[config.mk]
export PLATFORM = sky130hd
export DESIGN_NAME = score_min_select_flat
export DESIGN_NICKNAME = d
export VERILOG_FILES = /design/src/rtl/score_min_select_if.sv /design/src/rtl/score_min_select.sv /design/src/flat_wrapper.sv
export SDC_FILE = /design/constraint.sdc
export NUM_CORES = 1
export LEC_CHECK = 0
export BUFFER_PORTS_ARGS = -buffer_cell sky130_fd_sc_hd__buf_2
export CAP_MARGIN = 20
export CORE_ASPECT_RATIO = 1.2
export CORE_MARGIN = 5
export CORE_UTILIZATION = 57
export CTS_BUF_LIST = sky130_fd_sc_hd__clkbuf_8 sky130_fd_sc_hd__clkbuf_16
export DETAILED_ROUTE_END_ITERATION = 16
export PLACE_DENSITY_LB_ADDON = 0.1
export SYNTH_ARGS = -nofsm -noshare
export SYNTH_HDL_FRONTEND = slang
export SYNTH_SLANG_ARGS = --single-unit
[constraint.sdc]
create_clock -name clk_i -period 4.5 [get_ports clk_i]
set_input_delay 0.225 -clock clk_i [delete_from_list [all_inputs] [get_ports clk_i]]
set_output_delay 0.225 -clock clk_i [all_outputs]
set_load 0.02 [all_outputs]
[src/rtl/score_min_select_if.sv]
// score_min_select_if: round control, score stream and result handshake bundle for score_min_select
//  master (scheduler/dispatcher side) drives round_start, task_mask, score_vld/id/dat, sel_rdy
//  slave  (score_min_select) drives score_rdy, sel_vld/id/score/empty, drop_cnt, busy
//  Option macro SCORE_SEL_TIMEOUT_EN adds sel_timeout (slave -> master).
interface score_min_select_if #(
   parameter int NUM_TASKS      = 8,
   parameter int SCORE_BITWIDTH = 32,
   parameter int ID_WIDTH       = $clog2(NUM_TASKS)
);
   logic                      round_start;
   logic [NUM_TASKS-1:0]      task_mask;
   logic                      score_vld;
   logic                      score_rdy;
   logic [ID_WIDTH-1:0]       score_id;
   logic [SCORE_BITWIDTH-1:0] score_dat;
   logic                      sel_vld;
   logic                      sel_rdy;
   logic [ID_WIDTH-1:0]       sel_id;
   logic [SCORE_BITWIDTH-1:0] sel_score;
   logic                      sel_empty;
   logic [7:0]                drop_cnt;
   logic                      busy;
`ifdef SCORE_SEL_TIMEOUT_EN
   logic                      sel_timeout;
`endif
   modport master (
      output round_start, task_mask, score_vld, score_id, score_dat, sel_rdy,
      input  score_rdy, sel_vld, sel_id, sel_score, sel_empty, drop_cnt, busy
`ifdef SCORE_SEL_TIMEOUT_EN
     ,input  sel_timeout
`endif
   );
   modport slave (
      input  round_start, task_mask, score_vld, score_id, score_dat, sel_rdy,
      output score_rdy, sel_vld, sel_id, sel_score, sel_empty, drop_cnt, busy
`ifdef SCORE_SEL_TIMEOUT_EN
     ,output sel_timeout
`endif
   );
endinterface

[src/rtl/score_min_select.sv]
// score_min_select: collects one fp32 score per active task per round and presents the lowest
//  Ports: clk_i, reset_n_i (async active-low), bus (score_min_select_if.slave):
//   round_start/task_mask start a round from IDLE; score_vld/rdy/id/dat carry the scores;
//   sel_vld/rdy/id/score/empty hold the winner; drop_cnt counts dropped beats; busy = not IDLE.
//  Option macro SCORE_SEL_TIMEOUT_EN: COLLECT ends after TIMEOUT_CYCLES cycles, flagged on sel_timeout.
module score_min_select #(
   parameter int NUM_TASKS      = 8,
   parameter int SCORE_BITWIDTH = 32,
   parameter int ID_WIDTH       = $clog2(NUM_TASKS)
`ifdef SCORE_SEL_TIMEOUT_EN
  ,parameter int TIMEOUT_CYCLES = 1024
`endif
) (
   input logic               clk_i,
   input logic               reset_n_i,
   score_min_select_if.slave bus
);
   typedef enum logic [1:0] {IDLE, COLLECT, OUTPUT} state_t;
   state_t                    state_q, state_d;
   logic [NUM_TASKS-1:0]      pend_q, pend_d, clr;
   logic                      best_vld_q, best_vld_d;
   logic [ID_WIDTH-1:0]       best_id_q, best_id_d;
   logic [SCORE_BITWIDTH-1:0] best_dat_q, best_dat_d;
   logic [7:0]                drop_q, drop_d;
   logic [SCORE_BITWIDTH:0]   key_b, key_q;
   logic                      accept, hit, wins, done;
`ifdef SCORE_SEL_TIMEOUT_EN
   logic [15:0]               cnt_q, cnt_d;
   logic                      to_q, to_d;
`endif
   // Order-preserving unsigned key; the extra MSB puts every NaN above all numbers, all NaNs equal
   function automatic logic [SCORE_BITWIDTH:0] key_f(input logic [SCORE_BITWIDTH-1:0] b);
      logic [SCORE_BITWIDTH-1:0] z;
      z = (b[SCORE_BITWIDTH-2:0] == '0) ? '0 : b;
      if (&b[30:23] && |b[22:0]) return '1;
      return {1'b0, z[SCORE_BITWIDTH-1] ? ~z : {1'b1, z[SCORE_BITWIDTH-2:0]}};
   endfunction
   assign key_b  = key_f(bus.score_dat);
   assign key_q  = key_f(best_dat_q);
   // Out-of-range ids shift the one-hot off the top and therefore never hit a pending bit
   assign clr    = NUM_TASKS'(1) << bus.score_id;
   assign accept = bus.score_vld && state_q == COLLECT;
   assign hit    = accept && |(pend_q & clr);
   assign done   = hit && (pend_q & ~clr) == '0;
   assign wins   = !best_vld_q || key_b < key_q || (key_b == key_q && bus.score_id < best_id_q);
   always_comb begin
      state_d    = state_q;
      pend_d     = pend_q;
      best_vld_d = best_vld_q;
      best_id_d  = best_id_q;
      best_dat_d = best_dat_q;
      drop_d     = drop_q;
`ifdef SCORE_SEL_TIMEOUT_EN
      cnt_d      = cnt_q;
      to_d       = to_q;
`endif
      case (state_q)
         IDLE: if (bus.round_start) begin
            state_d    = |bus.task_mask ? COLLECT : OUTPUT;
            pend_d     = bus.task_mask;
            best_vld_d = 1'b0;
            best_id_d  = '0;
            best_dat_d = '0;
            drop_d     = '0;
`ifdef SCORE_SEL_TIMEOUT_EN
            cnt_d      = '0;
            to_d       = 1'b0;
`endif
         end
         COLLECT: begin
            if (hit) begin
               pend_d     = pend_q & ~clr;
               best_vld_d = 1'b1;
               best_id_d  = wins ? bus.score_id : best_id_q;
               best_dat_d = wins ? bus.score_dat : best_dat_q;
            end
            if (accept && !hit) drop_d = drop_q + 8'(drop_q != 8'hFF);
            if (done) state_d = OUTPUT;
`ifdef SCORE_SEL_TIMEOUT_EN
            cnt_d = cnt_q + 16'd1;
            if (!done && cnt_q == 16'(TIMEOUT_CYCLES - 1)) begin
               state_d = OUTPUT;
               to_d    = 1'b1;
            end
`endif
         end
         OUTPUT: if (bus.sel_rdy) state_d = IDLE;
         default: state_d = IDLE;
      endcase
   end
   always_ff @(posedge clk_i or negedge reset_n_i) begin
      if (!reset_n_i) begin
         state_q    <= IDLE;
         pend_q     <= '0;
         best_vld_q <= 1'b0;
         best_id_q  <= '0;
         best_dat_q <= '0;
         drop_q     <= '0;
`ifdef SCORE_SEL_TIMEOUT_EN
         cnt_q      <= '0;
         to_q       <= 1'b0;
`endif
      end else begin
         state_q    <= state_d;
         pend_q     <= pend_d;
         best_vld_q <= best_vld_d;
         best_id_q  <= best_id_d;
         best_dat_q <= best_dat_d;
         drop_q     <= drop_d;
`ifdef SCORE_SEL_TIMEOUT_EN
         cnt_q      <= cnt_d;
         to_q       <= to_d;
`endif
      end
   end
   assign bus.score_rdy = state_q == COLLECT;
   assign bus.sel_vld   = state_q == OUTPUT;
   assign bus.sel_id    = best_id_q;
   assign bus.sel_score = best_dat_q;
   assign bus.sel_empty = state_q == OUTPUT && !best_vld_q;
   assign bus.drop_cnt  = drop_q;
   assign bus.busy      = state_q != IDLE;
`ifdef SCORE_SEL_TIMEOUT_EN
   assign bus.sel_timeout = to_q;
`endif
endmodule

[src/flat_wrapper.sv]
// flat-port wrapper written by rule: the top's interface ports become plain ports
module score_min_select_flat 
#(
   parameter int NUM_TASKS      = 8,
   parameter int SCORE_BITWIDTH = 32,
   parameter int ID_WIDTH       = $clog2(NUM_TASKS)

)
  (clk_i, reset_n_i, bus_round_start, bus_task_mask, bus_score_vld, bus_score_id, bus_score_dat, bus_sel_rdy, bus_score_rdy, bus_sel_vld, bus_sel_id, bus_sel_score, bus_sel_empty, bus_drop_cnt, bus_busy);
  score_min_select_if #(.NUM_TASKS(NUM_TASKS), .SCORE_BITWIDTH(SCORE_BITWIDTH), .ID_WIDTH(ID_WIDTH)) bus_i ();
  input logic clk_i;
  input logic reset_n_i;
  input wire logic [$bits(bus_i.round_start)-1:0] bus_round_start;
  input wire logic [$bits(bus_i.task_mask)-1:0] bus_task_mask;
  input wire logic [$bits(bus_i.score_vld)-1:0] bus_score_vld;
  input wire logic [$bits(bus_i.score_id)-1:0] bus_score_id;
  input wire logic [$bits(bus_i.score_dat)-1:0] bus_score_dat;
  input wire logic [$bits(bus_i.sel_rdy)-1:0] bus_sel_rdy;
  output wire logic [$bits(bus_i.score_rdy)-1:0] bus_score_rdy;
  output wire logic [$bits(bus_i.sel_vld)-1:0] bus_sel_vld;
  output wire logic [$bits(bus_i.sel_id)-1:0] bus_sel_id;
  output wire logic [$bits(bus_i.sel_score)-1:0] bus_sel_score;
  output wire logic [$bits(bus_i.sel_empty)-1:0] bus_sel_empty;
  output wire logic [$bits(bus_i.drop_cnt)-1:0] bus_drop_cnt;
  output wire logic [$bits(bus_i.busy)-1:0] bus_busy;
  assign bus_i.round_start = bus_round_start;
  assign bus_i.task_mask = bus_task_mask;
  assign bus_i.score_vld = bus_score_vld;
  assign bus_i.score_id = bus_score_id;
  assign bus_i.score_dat = bus_score_dat;
  assign bus_i.sel_rdy = bus_sel_rdy;
  assign bus_score_rdy = bus_i.score_rdy;
  assign bus_sel_vld = bus_i.sel_vld;
  assign bus_sel_id = bus_i.sel_id;
  assign bus_sel_score = bus_i.sel_score;
  assign bus_sel_empty = bus_i.sel_empty;
  assign bus_drop_cnt = bus_i.drop_cnt;
  assign bus_busy = bus_i.busy;
  score_min_select #(.NUM_TASKS(NUM_TASKS), .SCORE_BITWIDTH(SCORE_BITWIDTH), .ID_WIDTH(ID_WIDTH)) u_core (.clk_i(clk_i), .reset_n_i(reset_n_i), .bus(bus_i));
endmodule
==> results of run 1 <==
## cell type report
| type | count | share of cell area (%) |
|---|---|---|
| multi-input cells | 486 | 58.8 |
| well taps | 120 | 2.57 |
| clock inverters | 2 | 0.279 |
| flip-flops and latches | 54 | 23.1 |
| clock buffers | 6 | 1.41 |
| repair buffers | 117 | 11.4 |
| inverters | 36 | 2.31 |
## critical path: stages (launching register included)
cell	delay, ns
dfrtp_1	0.46
nor4_2	0.38
nand4_1	0.18
or3_1	0.43
nand2_1	0.17
nor2_1	0.09
mux2_2	0.31
ha_1	0.30
nand4_1	0.15
or4_4	0.53
or3_1	0.39
and4b_1	0.23
a21oi_2	0.22
buf_12	0.21
o221ai_2	0.11
## stage by stage
stage | cell area, µm² | std cells
5_1_grt | 5840 | 821
4_1_cts | 5830 | 821
3_3_place_gp | 5730 | 813
3_5_place_dp | 5730 | 813
6_report | 5840 | 821
2_1_floorplan | 5140 | 625
## metal layers
layer / up-vias / GRT usage (%) / share of wire [%]
met3: 19 / 4.71 / 6.0
met1: 2542 / 36.0 / 42
met4: 0 / 8.33 / 1.7
met5: - / 0 / 0
li1: 2441 / - / -
met2: 181 / 48.5 / 51
## timing repair
action,in CTS,in global routing
endpoints found under the setup margin,0,20
hold buffers,0,0
resized for setup,0,2
## cells in the mapped netlist (2+ instances only)
master | number | area, µm²
o221ai_2 | 20 | 300
o21ai_0 | 43 | 215
a22oi_1 | 2 | 15.0
a21oi_2 | 2 | 17.5
a22o_1 | 6 | 52.6
nand3_1 | 26 | 130
a31oi_1 | 2 | 12.5
nand2b_1 | 4 | 25.0
clkbuf_1 | 34 | 128
nor2_1 | 19 | 71.3
or3_1 | 2 | 12.5
buf_6 | 5 | 56.3
nor4_1 | 18 | 113
a21oi_1 | 46 | 230
a32oi_1 | 15 | 131
or4_1 | 16 | 120
xnor2_1 | 30 | 263
nor3_1 | 9 | 45.0
inv_1 | 36 | 135
buf_4 | 2 | 15.0
o211ai_1 | 16 | 120
nand4_1 | 17 | 106
nand4_2 | 2 | 25.0
ha_1 | 37 | 463
and2_1 | 2 | 12.5
nand2_1 | 88 | 330
and3_1 | 3 | 18.8
buf_2 | 8 | 40.0
a221oi_1 | 4 | 35.0
mux2_2 | 2 | 22.5
mux4_2 | 2 | 45.0
dfrtp_1 | 54 | 1350
xor2_1 | 35 | 307
## flip-flops by register name, indices dropped and copies added (netlist names)
name,cells
u_core.bus.drop_cnt,8
u_core.bus.sel_score,32
u_core.pend_q,8
u_core.bus.sel_id,3
u_core.state_q,2
u_core.best_vld_q,1
## report_power, final
part           leakage, nW  internal (mW)  switching [mW]  total (mW)
Sequential           0.702          0.657           0.244       0.901
Clock               0.0478          0.127           0.187       0.315
Combinational         1.94          0.914            1.44        2.35
Total                 2.69           1.70            1.87        3.57
## logic make-up after synthesis
| logic type | synth area share [%] |
|---|---|
| multiplexers | 1.51 |
| AO/OA/AOI/OAI | 23.8 |
| AND/OR/NAND/NOR | 21.0 |
| flip-flops | 26.3 |
| XOR/XNOR | 11.1 |
| adder cells (fa/ha/maj) | 9.01 |
| buffers and inverters | 7.28 |
## path summary, 6_finish.rpt
kind / start / endpoint / slack [ns]
max in group asynchronous: reset_n_i / u_core.bus.sel_score[17] / 3.98
max reg2reg: u_core.bus.sel_score[1] / u_core.bus.sel_score[3] / 0.25
min: reset_n_i / u_core.bus.sel_id[1] / 0.03
min in group clk_i: bus_task_mask[3] / u_core.pend_q[3] / 0.10
min reg2reg: u_core.pend_q[0] / u_core.pend_q[0] / 0.54
max: u_core.bus.sel_score[1] / u_core.bus.sel_score[3] / 0.25
==> impl_metrics.ini, run 1 <==
[timing]
hold-worst-slack_ns = 0.0328
worstMarginPinSlew_ns = 1.07
rsz0062_at_grt = no
period_share_pct = 94.5
relSlewSlack_pct = 28.9
tns_ns = 0
fmax_mhz = 235
skew_ns = 0.00664
min_period_ns = 4.25
worst_slack_ns = 0.246
setup_viol = 0
slew_violations = 0
hold_violations = 0

[cts]
htreeDepth = 2
cts_sinks = 54
clkTransAtPathRegs_ns = 0.10
cts_tree = built
clock_tree.buffer_depth = 2
clock_latency_ns = 0.33
root_buffer = clkbuf_8
cts_made_buffers = 5
post_cts_buffers = 0

[detailed_routing]
drc = 0
wl_per_cell_um = 18.9
via_per_inst = 6.31
wl_mm = 15.6
dr.pass1.iters = 6
drtIter0Drc = 346
vias = 5183
ant_nets = 0

[final_layout]
syn_to_final_growth_pct = 13.6
layout_common_cells = buf_2 (94), nand2_1 (88), dfrtp_1 (54), a21oi_1 (46), o21ai_0 (42)
num-fill-cells = 818
layout-drive-gt1-share_pct = 23.1
antennaDiodeCount = 0
fin_nets = 785
seqCellArea_mm2 = 0.00135
mostFrequentLayoutCell = buf_2
post-route-util_pct = 65.3
multi_input_area_mm2 = 0.00343

[pwr]
power.static_leakage_nw = 2.69
peakVddDrop_mv = 0.419
powerDensity_mw_per_mm2 = 611
total_power_mw = 3.57

[logic_synthesis]
synth_nets = 710
ys.flop_type = dfrtp_1
synth-seq-area-share_pct = 26.3
synthDistinctLibCells = 51
synth.avg_cell_area_um2 = 8.22
synth_warnings = 0
postSynthCellCount = 625
async_reset_ff_share_pct = 100
syn_area_mm2 = 0.00514
synth_edf_count = 0
ys_seq_elements = 54

[grt]
antenna_found_initial = 0
grt_first_pass_wirelength_mm = 25.5
overflow = 0
track_usage_pct = 28.0
grt_max_degree = 55
grt_pass1_vias = 5054

[critical_path]
path_max_fanout = 17
path_class = flop to flop
start_kind = flop
ff2ff_path_depth = 14
cp.required_ns = 4.71
cp.arrival_ns = 4.46
crit_path_end_kind = flop

[floorplan]
start_util_pct = 57.5
coreArea_mm2 = 0.00894
dieArea_mm2 = 0.0110
die_h_um = 114
boundaryPins = 95
die_w_um = 96.7
row_count = 38

[placed_design]
globalplace.congestion = 0.955
place_ws_ns = 0.231
port_buffers = 94
post-dp-hpwl_mm = 11.3

[run_status]
status = complete, no violations

[run]
drv_cap = 0

[min_path]
hold_path.class = primary input to async pin
No activity file was read; power rests on OpenSTA's default activity.
==> inputs of run 2 (changes only) <==
Settings changed: CAP_MARGIN 20 to default, CELL_PAD_IN_SITES_DETAIL_PLACEMENT from default to 1, CELL_PAD_IN_SITES_GLOBAL_PLACEMENT from default to 2, CORE_UTILIZATION 57 to 34, CTS_BUF_LIST sky130_fd_sc_hd__clkbuf_8 sky130_fd_sc_hd__clkbuf_16 to sky130_fd_sc_hd__clkbuf_16.
==> impl_metrics.ini, run 2 (synthesis gave the netlist of run 1 again) <==
[cts]
cts_made_buffers = 5
cts_sinks = 54
cts_tree = built
postCtsHoldBufs = 0
clkTransAtPathRegs_ns = 0.08
htreeDepth = 2
post_cts_resized = 0
root_buffer = clkbuf_16
clock_tree.buffer_depth = 2
clock_latency_ns = 0.31
post_cts_buffers = 0

[critical_path]
path_max_fanout = 29
start_kind = flop
reg2reg_to = u_core.bus.sel_score[5]
r2r-start = u_core.bus.sel_score[14]
crit_path_end_kind = flop
cp.arrival_ns = 4.38
rrSetupSlack_ns = 0.32
ff2ff_path_depth = 16
cp.required_ns = 4.70
critPathLaunch = u_core.bus.sel_score[14]
critPathCapture = u_core.bus.sel_score[5]
path_class = flop to flop

[final_layout]
antennaDiodeCount = 0
mostFrequentLayoutCell = buf_2
syn_to_final_growth_pct = 18.3
post-route-util_pct = 40.8
postLayoutCellArea_mm2 = 0.00608
largest_reg_flops = 32
fin_nets = 796
layout_common_cells = buf_2 (94), nand2_1 (88), dfrtp_1 (54), a21oi_1 (46), o21ai_0 (42)
layout-drive-gt1-share_pct = 24.2

[timing]
min_period_ns = 4.18
relSlewSlack_pct = 37.0
slew_violations = 0
setup_viol = 0
worstMarginPinSlew_ns = 0.945
period_share_pct = 92.9
hold_violations = 0
fmax_mhz = 239
tns_ns = 0
rsz0062_at_grt = no
skew_ns = 0.00935

[placed_design]
post-dp-hpwl_mm = 13.6
placed_area_mm2 = 0.00593
port_buffers = 94
globalplace.congestion = 0.881

[grt]
overflow = 0
grt_pass1_vias = 5663
antenna_found_initial = 0
grt_max_degree = 55
track_usage_pct = 21.5
grt_first_pass_wirelength_mm = 30.1

[floorplan]
die_h_um = 145
coreArea_mm2 = 0.0149
boundaryPins = 95
start_util_pct = 34.5
row_count = 49
die_w_um = 122
dieArea_mm2 = 0.0177

[detailed_routing]
dr.pass1.iters = 4
vias = 5202
wl_mm = 18.4
via_per_inst = 5.68
wl_per_cell_um = 20.1
drtIter0Drc = 232
ant_nets = 0
drc = 0

[pwr]
powerDensity_mw_per_mm2 = 625
peakVddDrop_mv = 0.231
power.static_leakage_nw = 2.76

[run_status]
status = complete, no violations

[min_path]
hold_path.class = primary input to async pin

[run]
drv_cap = 0
==> run 2: per-stage QoR <==
| stage | total power, mW | hold WS [ns] | cells | worst slack [ns] |
|---|---|---|---|---|
| 6_report | 3.80 | 0.0558 | 916 | 0.319 |
| 3_5_place_dp | 3.40 | 0.447 | 908 | 0.172 |
| 2_1_floorplan | 2.59 | -0.0706 | 625 | 0.648 |
| 3_3_place_gp | 3.33 | 0.440 | 908 | 0.252 |
| 4_1_cts | 3.84 | 0.100 | 916 | 0.166 |
| 5_1_grt | 4.15 | 0.133 | 916 | 0.0108 |
==> run 2: layer usage <==
metal | up-vias | wire (µm) | global-route usage (%)
met5 | - | 0 | 0
met4 | 0 | 276 | 4.72
met3 | 22 | 529 | 3.07
met2 | 91 | 9410 | 39.2
met1 | 2621 | 8160 | 26.8
li1 | 2468 | - | -
==> run 2: report_power, final <==
part	switching, mW	total [mW]	internal [mW]
sequential	0.244	0.902	0.658
combinational	1.50	2.48	0.978
clock	0.208	0.415	0.208
==> run 2: layout make-up <==
cell class              count  area, µm²
repair buffers            128        763
multi-input cells         486       3430
well taps                 204        255
clock buffers               5        125
inverters                  36        135
flip-flops and latches     54       1350
fillers                  1812       8820
clock inverters             3       21.3
==> run 2: worst min path at each step <==
| stage | depth (start not counted) | slack (ns) | to | startpoint |
|---|---|---|---|---|
| final | 2 | 0.06 | u_core.bus.drop_cnt[2] | reset_n_i |
| after global routing | 2 | 0.13 | u_core.bus.drop_cnt[2] | reset_n_i |
| after CTS | 2 | 0.10 | u_core.bus.drop_cnt[2] | reset_n_i |
| after detailed placement | 2 | 0.45 | u_core.bus.drop_cnt[2] | reset_n_i |
| after global placement | 2 | 0.44 | u_core.bus.drop_cnt[2] | reset_n_i |
| after floorplan | 0 | -0.07 | u_core.best_vld_q | reset_n_i |
==> run 2: critical path, cell delays in order (launching register included) <==
cell      delay, ns
dfrtp_1        0.44
nor4_1         0.31
buf_4          0.16
nand4_1        0.10
or3_1          0.42
buf_4          0.26
a21oi_1        0.18
a21oi_1        0.05
nor2_1         0.10
ha_1           0.17
nand4_2        0.16
or4_4          0.55
or3_1          0.38
and4b_1        0.22
a21oi_2        0.21
buf_4          0.23
o221ai_2       0.11
==> inputs of run 3 (changes only) <==
Settings changed: CORE_ASPECT_RATIO 1.2 to 1.5.
==> impl_metrics.ini, run 3 (synthesis gave the netlist of run 1 again) <==
[run_status]
status = complete, no violations

[grt]
grt_max_degree = 55
track_usage_pct = 21.5
antenna_found_initial = 0
use_met1_pct = 26.1
grt_first_pass_wirelength_mm = 30.1
gr-usage-met2_pct = 39.2
grt_pass1_vias = 5522
top_usage_layer = met2
grt_use_met3_pct = 2.05
overflow = 0

[min_path]
hold_path.class = primary input to async pin

[placed_design]
port_buffers = 94
globalplace.congestion = 0.817
place_ws_ns = 0.0408
post-dp-hpwl_mm = 14.0
placed_area_mm2 = 0.00595
place_inst = 904

[detailed_routing]
wl_per_cell_um = 20.2
dr.pass1.iters = 4
ant_nets = 0
via_per_inst = 5.64
vias = 5147
wl_mm = 18.4
drtIter0Drc = 202
drc = 0

[timing]
setup_viol = 0
skew_ns = 0.0148
min_period_ns = 4.25
fmax_mhz = 235
worst_slack_ns = 0.253
relSlewSlack_pct = 43.9
worstMarginPinSlew_ns = 0.841
rsz0062_at_grt = no
slew_violations = 0
hold_violations = 0
tns_ns = 0
period_share_pct = 94.4

[pwr]
peakVddDrop_mv = 0.220
total_power_mw = 3.79
sw_frac_of_total_pct = 51.6
p_int_mw = 1.83
seqPwrFrac_pct = 23.5
switching_power_mw = 1.95
power_frac_clock_pct = 11.5
powerDensity_mw_per_mm2 = 618
pwr-share-comb_pct = 65.0
power.static_leakage_nw = 2.79

[final_layout]
largest_reg_flops = 32
multi_input_area_mm2 = 0.00344
mostFrequentLayoutCell = buf_2
layout_common_cells = buf_2 (94), nand2_1 (88), dfrtp_1 (54), a21oi_1 (46), o21ai_0 (42)
syn_to_final_growth_pct = 19.2
layout-drive-gt1-share_pct = 24.5
postLayoutCellArea_mm2 = 0.00612
num-fill-cells = 1896
seqCellArea_mm2 = 0.00135
final_cells = 912
antennaDiodeCount = 0
fin_nets = 797

[floorplan]
start_util_pct = 34.2
coreArea_mm2 = 0.0150
boundaryPins = 95
die_w_um = 110
dieArea_mm2 = 0.0177
die_h_um = 161
row_count = 55

[critical_path]
cp.required_ns = 4.67
start_kind = flop
reg2reg_to = u_core.bus.sel_score[8]
path_max_fanout = 20
rrSetupSlack_ns = 0.25
ff2ff_path_depth = 14
crit_path_end_kind = flop
r2r-start = u_core.bus.sel_score[2]
path_class = flop to flop
cp.arrival_ns = 4.41

[cts]
cts_sinks = 54
clock_latency_ns = 0.31
cts_tree = built
clkTransAtPathRegs_ns = 0.09
htreeDepth = 2
root_buffer = clkbuf_16
post_cts_buffers = 0
cts_made_buffers = 5
clock_tree.buffer_depth = 2

[run]
drv_cap = 0
## run 3: per-layer routing
metal / wire, µm / vias to the layer above
met3: 441 / 26
met1: 7680 / 2562
met4: 434 / 0
li1: - / 2469
met5: 0 / -
met2: 9830 / 90
## run 3: cell type report
| class | count | area share, % |
|---|---|---|
| inverter | 36 | 2.21 |
| clock buffer | 5 | 2.04 |
| timing repair buffer | 129 | 13.0 |
| multi-input combinational | 486 | 56.2 |
| clock inverter | 3 | 0.470 |
| sequential | 54 | 22.1 |
| tap | 199 | 4.07 |
## run 3: worst max-delay path: stages, from the launching register on
cell and delay (ns):
dfrtp_1 0.47, nor4_1 0.38, nand2_1 0.16, or3_1 0.48, nand2_1 0.18, nor2_1 0.07
mux2_2 0.27, ha_1 0.30, nand4_1 0.14, or4_4 0.54, or3_1 0.38, and4b_1 0.23
a21oi_2 0.18, buf_12 0.21, o221ai_2 0.11
## run 3: what timing repair did
action                                  CTS  global route
gates resized for setup                   0             3
hold buffers                              0             0
endpoints found under the setup margin    0            24
## run 3: worst max path at each step
stage,startpoint,endpoint,slack [ns],cells after the start
finish,u_core.bus.sel_score[2],u_core.bus.sel_score[8],0.25,14
global placement,u_core.bus.sel_score[10],u_core.bus.sel_id[1],0.11,15
global route,u_core.bus.sel_score[2],u_core.bus.sel_score[8],0.01,15
floorplan,u_core.bus.sel_score[10],u_core.bus.sel_score[16],0.65,14
detailed placement,u_core.bus.sel_score[10],u_core.bus.sel_id[2],0.04,15
CTS,u_core.bus.sel_score[10],u_core.bus.sel_id[2],0.004,15
## run 3: through the flow
stage,hold WS [ns],util (%)
floorplan,-0.0706,-
global placement,0.429,39.7
detailed placement,0.441,39.7
CTS,0.0949,40.7
global route,0.128,40.8
finish,0.0528,40.8
## run 3: power by group through the flow
| stage | clock network (mW) | logic (mW) | registers (mW) |
|---|---|---|---|
| global placement | 0 | 2.41 | 0.886 |
| global route | 0.469 | 2.74 | 0.917 |
| CTS | 0.456 | 2.49 | 0.888 |
| floorplan | 0 | 1.60 | 0.984 |
| detailed placement | 0 | 2.48 | 0.897 |
| finish | 0.436 | 2.46 | 0.889 |
